### src/rtl/uart_cmd_parser.sv
// Byte-stream command parser: framed commands (A5, code, arg_h, arg_l, xor checksum)
// plus single-character '+'/'-' shortcuts, with inter-byte timeout and error counting.
module uart_cmd_parser #(
    parameter int unsigned P_TIMEOUT_CYC = 20000
) (
    input  logic        clk,
    input  logic        rst_n,
    input  logic [7:0]  byte_data,
    input  logic        byte_valid,
    output logic        byte_ready,
    output logic [7:0]  cmd_code,
    output logic [15:0] cmd_arg,
    output logic        cmd_valid,
    input  logic        cmd_ready,
    output logic        err_pulse,
    output logic [7:0]  err_cnt
);

    typedef enum logic [2:0] {
        S_IDLE  = 3'd0,
        S_CMD   = 3'd1,
        S_ARG_H = 3'd2,
        S_ARG_L = 3'd3,
        S_CHK   = 3'd4,
        S_OUT   = 3'd5
    } state_t;

    localparam logic [15:0] GAP_LAST = 16'(P_TIMEOUT_CYC - 1);

    state_t      state_q, state_d;
    logic [7:0]  code_q, code_d;
    logic [15:0] arg_q, arg_d;
    logic [7:0]  chk_q, chk_d;
    logic [7:0]  cmd_code_q, cmd_code_d;
    logic [15:0] cmd_arg_q, cmd_arg_d;
    logic [15:0] gap_q, gap_d;
    logic        err_pulse_q, err_pulse_d;
    logic [7:0]  err_cnt_q, err_cnt_d;
    logic        ready_q, ready_d;
    logic        valid_q, valid_d;
    logic        accept;
    logic        in_frame;

    assign accept   = byte_valid & ready_q;
    assign in_frame = (state_q == S_CMD) || (state_q == S_ARG_H) ||
                      (state_q == S_ARG_L) || (state_q == S_CHK);

    always_comb begin
        state_d     = state_q;
        code_d      = code_q;
        arg_d       = arg_q;
        chk_d       = chk_q;
        cmd_code_d  = cmd_code_q;
        cmd_arg_d   = cmd_arg_q;
        gap_d       = '0;
        err_pulse_d = 1'b0;

        case (state_q)
            S_IDLE: begin
                if (accept) begin
                    case (byte_data)
                        8'hA5: state_d = S_CMD;
                        8'h2B: begin
                            cmd_code_d = 8'h01;
                            cmd_arg_d  = 16'h0001;
                            state_d    = S_OUT;
                        end
                        8'h2D: begin
                            cmd_code_d = 8'h02;
                            cmd_arg_d  = 16'h0001;
                            state_d    = S_OUT;
                        end
                        default: state_d = S_IDLE;
                    endcase
                end
            end
            S_CMD: begin
                if (accept) begin
                    code_d  = byte_data;
                    chk_d   = byte_data;
                    state_d = S_ARG_H;
                end
            end
            S_ARG_H: begin
                if (accept) begin
                    arg_d[15:8] = byte_data;
                    chk_d       = chk_q ^ byte_data;
                    state_d     = S_ARG_L;
                end
            end
            S_ARG_L: begin
                if (accept) begin
                    arg_d[7:0] = byte_data;
                    chk_d      = chk_q ^ byte_data;
                    state_d    = S_CHK;
                end
            end
            S_CHK: begin
                if (accept) begin
                    if (byte_data == chk_q) begin
                        cmd_code_d = code_q;
                        cmd_arg_d  = arg_q;
                        state_d    = S_OUT;
                    end else begin
                        err_pulse_d = 1'b1;
                        state_d     = S_IDLE;
                    end
                end
            end
            S_OUT: begin
                if (cmd_ready) state_d = S_IDLE;
            end
            default: state_d = S_IDLE;
        endcase

        // An accepted byte wins over a timeout firing in the same cycle.
        if (in_frame && !accept) begin
            if (gap_q == GAP_LAST) begin
                state_d     = S_IDLE;
                err_pulse_d = 1'b1;
            end else begin
                gap_d = gap_q + 16'd1;
            end
        end

        err_cnt_d = err_cnt_q;
        if (err_pulse_d && (err_cnt_q != 8'hFF)) err_cnt_d = err_cnt_q + 8'd1;

        ready_d = (state_d != S_OUT);
        valid_d = (state_d == S_OUT);
    end

    always_ff @(posedge clk or negedge rst_n) begin
        if (!rst_n) begin
            state_q     <= S_IDLE;
            code_q      <= '0;
            arg_q       <= '0;
            chk_q       <= '0;
            cmd_code_q  <= '0;
            cmd_arg_q   <= '0;
            gap_q       <= '0;
            err_pulse_q <= 1'b0;
            err_cnt_q   <= '0;
            ready_q     <= 1'b1;
            valid_q     <= 1'b0;
        end else begin
            state_q     <= state_d;
            code_q      <= code_d;
            arg_q       <= arg_d;
            chk_q       <= chk_d;
            cmd_code_q  <= cmd_code_d;
            cmd_arg_q   <= cmd_arg_d;
            gap_q       <= gap_d;
            err_pulse_q <= err_pulse_d;
            err_cnt_q   <= err_cnt_d;
            ready_q     <= ready_d;
            valid_q     <= valid_d;
        end
    end

    assign byte_ready = ready_q;
    assign cmd_valid  = valid_q;
    assign cmd_code   = cmd_code_q;
    assign cmd_arg    = cmd_arg_q;
    assign err_pulse  = err_pulse_q;
    assign err_cnt    = err_cnt_q;

endmodule

### config.mk
export PLATFORM = sky130hd
export DESIGN_NAME = uart_cmd_parser
export DESIGN_NICKNAME = d
export VERILOG_FILES = /design/src/rtl/uart_cmd_parser.sv
export SDC_FILE = /design/constraint.sdc
export NUM_CORES = 1
export LEC_CHECK = 0
export ABC_AREA = 1
export ABC_CLOCK_PERIOD_IN_PS = 2500
export BUFFER_PORTS_ARGS = -buffer_cell sky130_fd_sc_hd__clkbuf_2
export CORE_MARGIN = 8
export CORE_UTILIZATION = 39
export CTS_BUF_LIST = sky130_fd_sc_hd__clkbuf_8
export DETAILED_ROUTE_END_ITERATION = 8
export PLACE_DENSITY = 0.57
export SLEW_MARGIN = 10
export SYNTH_ARGS = -nofsm -noshare
export SYNTH_HDL_FRONTEND = slang
export SYNTH_SLANG_ARGS = --single-unit
### constraint.sdc
create_clock -name clk -period 2.5 [get_ports clk]
set_clock_uncertainty 0.15 [all_clocks]
set_input_delay 0.125 -clock clk [delete_from_list [all_inputs] [get_ports clk]]
set_output_delay 0.125 -clock clk [all_outputs]
set_load 0.1 [all_outputs]
==> reports/qor.yml <==
hold_class: "input pin to flop"
ys_ff_latch: 86
port_buffers: 46
timing.critical_path.mode_cell: "nand2_1"
cp-end-kind: "flop"
cts_max_path_buffers: 2
max-slew-margin-rel_pct: 61.29
ir_drop_uv: 263.2
gp_congestion: 0.7936
power.static_leakage_nw: 2.271
antenna_cells: 0
avgSynthCellArea_um2: 8.918
synth_cells: 462
synth_fp_nets: 476
ant_nets: 0
worstSetupPathType: "input pin to flop"
num_io_pins: 47
layout.nets: 535
drtPass1Iterations: 4
total_power_w: 0.004161
cts_buffers: 9
cp.arrival_ps: 2320
dp_hpwl_um: 6134
ff2ff_path_depth: 8
die_area_um2: 14110
antenna_found_initial: 0
num_vias: 3092
fp-row-count: 37
start_util_pct: 40.09
core_um2: 10280
hold_viol: 0
crit_chain: "dlygate4sd3_1 -> clkbuf_2 -> inv_2 -> nand2_1 -> nor3_2 -> nand2_1 -> nand2_1 -> nand3_4 -> buf_4 -> o21ai_2"
max_slew.worst_pin.slew_ps: 580.7
syn2layout_area_growth_pct: 15.06
fmax_ghz: 0.4593
worstSkewPairLatency_ps: 360
setup_violations: 0
drt-wirelength-per-cell_um: 12.85
critPathSlowestCell: "dlygate4sd3_1"
drc: 0
yosysSeqAreaShare_pct: 52.26
grt_pass1_vias: 3062
synth_cell_types: 36
min_period_ps: 2177
grt_pass1_wl_um: 14580
grt.total_usage_pct: 12.50
cts.sinks: 86
crit_required_ps: 2640
cts_tree: "built"
stdcell_count: 662
maxCapViolations: 0
cts_resized: 0
overflow: 0
status: "finished, final reports clean"
die_width_um: 118.8
fin_crit_sh_pct: 87.10
syn-cell-area_um2: 4120
cts_max_level: 3
rsz0062_at_grt: "no"
drt_iter0_drc: 173
root_buffer: "clkbuf_8"
fin_setup_tns_ps: 0
p_per_area_nw_per_um2: 877.7
chipHeight_um: 118.8
synth_warnings: 0
avgViaCountPerCell: 4.671
finalWirelength_um: 8506
dp.cells: 637
max_stage_delay_ps: 530
clkTransAtPathRegs_ps: 90
drv_slew: 0
worstPathMaxFanout: 44
drive_gt1_share_pct: 22.43
start_kind: "input pin"
hold_depth: 4
grt_max_degree: 46
-- through the flow --
stage / hold slack (ps) / setup slack, ps / utilization [%] / cell area, um^2
2_1_floorplan: -320.6 / 100.3 / - / 4120
3_3_place_gp: 10.96 / 450.9 / 43.57 / 4478
3_5_place_dp: 6.841 / 426.4 / 43.57 / 4478
4_1_cts: 116.4 / 333.0 / 46.13 / 4741
5_1_grt: 133.4 / 165.7 / 46.13 / 4741
6_report: 123.5 / 322.6 / 46.13 / 4741
-- final timing paths --
kind / startpoint / slack, ps / endpoint
worst max register to register: chk_q[2]$_DFFE_PN0P_ / 440 / cmd_arg[5]$_DFFE_PN0P_
worst min register to register: gap_q[0]$_DFF_PN0_ / 310 / gap_q[0]$_DFF_PN0_
worst min-delay path: byte_valid / 120 / gap_q[7]$_DFF_PN0_
worst max-delay path: byte_data[4] / 320 / cmd_arg[5]$_DFFE_PN0P_
min in group asynchronous: rst_n / 140 / cmd_arg[6]$_DFFE_PN0P_
max in group asynchronous: rst_n / 1430 / cmd_code[0]$_DFFE_PN0P_
-- sequential cells by signal (all words and copies together) (netlist names) --
signal and flops:
arg_q 16, cmd_arg 16, gap_q 16, chk_q 8
cmd_code 8, code_q 8, err_cnt 8, state_q 3
byte_ready 1, cmd_valid 1, err_pulse 1
-- synth_stat cells --
library cell / count / area [um^2]
mux2i_1: 1 / 10.01
nor2_2: 3 / 18.77
nor3_2: 1 / 10.01
o21ai_0: 32 / 160.2
nor2_4: 2 / 22.52
o211a_1: 1 / 10.01
clkinv_2: 1 / 5.000
buf_4: 1 / 7.510
nand4_4: 1 / 21.27
nand3_1: 16 / 80.08
nand2_2: 6 / 37.54
nor4_2: 1 / 12.51
dfrtp_1: 85 / 2127
a31oi_1: 2 / 12.51
inv_2: 7 / 26.28
nand4_1: 6 / 37.54
a21oi_1: 8 / 40.04
o21a_1: 2 / 15.01
and3_1: 1 / 6.260
dfstp_2: 1 / 26.28
ha_1: 2 / 25.02
nand2_4: 6 / 67.56
xnor2_1: 10 / 87.58
nor3b_1: 1 / 7.510
o21ai_1: 2 / 10.01
inv_1: 32 / 120.1
o21ai_2: 22 / 192.7
nand3_4: 1 / 17.52
clkbuf_1: 3 / 11.26
buf_2: 1 / 5.000
nand2_1: 148 / 555.5
nor3_1: 8 / 40.04
xor2_1: 14 / 122.6
nand3_2: 1 / 10.01
nor2_1: 28 / 105.1
buf_6: 5 / 56.30
-- layout make-up --
class | instances | area [um^2]
flip-flops and latches | 86 | 2153
repair buffers | 58 | 357.8
clock inverters | 7 | 48.80
inverters | 40 | 151.4
well taps | 136 | 170.2
fillers | 1022 | 5537
multi-input cells | 326 | 1735
clock buffers | 9 | 123.9
-- cells by family (layout without fill, tap and decap cells) --
family / count (synthesis) / after routing / synth area share [%]
AOI/OAI and AO/OA: 69 / 69 / 10.69
xor gates and xnor gates: 24 / 24 / 5.102
adders and majority gates: 2 / 2 / 0.6073
buffers and inverters: 50 / 114 / 5.618
DFF: 86 / 86 / 52.26
muxes: 1 / 1 / 0.2429
and+or+nand+nor: 230 / 230 / 25.48
-- worst max-delay path: cells and delay by family --
| family | cells | cell delay, ps |
|---|---|---|
| buf+inv | 4 | 1120 |
| simple gates | 5 | 940 |
| compound gates | 1 | 100 |
-- where the power goes --
| part | total [W] | switching [W] | internal [W] |
|---|---|---|---|
| clock | 0.000878 | 0.000518 | 0.000360 |
| sequential | 0.00192 | 0.000205 | 0.00171 |
| combinational | 0.00137 | 0.000985 | 0.000382 |
-- layout by cell type (no fill, tap or decap), drive strengths merged, types with 3 or more instances in the layout --
cell type	count
buf	4
a21oi	8
clkinvlp	4
o21ai	56
nor2	33
clkbuf	54
xor2	14
nand3	18
inv	40
nand2	160
xnor2	10
nor3	9
clkinv	3
dlygate4sd3	9
dfrtp	85
nand4	7
-- routing by layer --
layer  track usage, %  vias up  wire length (um)
li1                 -     1601                 -
met1            15.99     1440              4267
met2            19.60       39              3785
met3            2.856       12               286
met4            6.008        0               166
met5                0        -                 0
-- repair_timing --
action	in CTS	in global routing
hold endpoints to repair	62	0
buffers inserted	0	0
hold buffers	9	0
No activity file was read; power rests on OpenSTA's default activity.
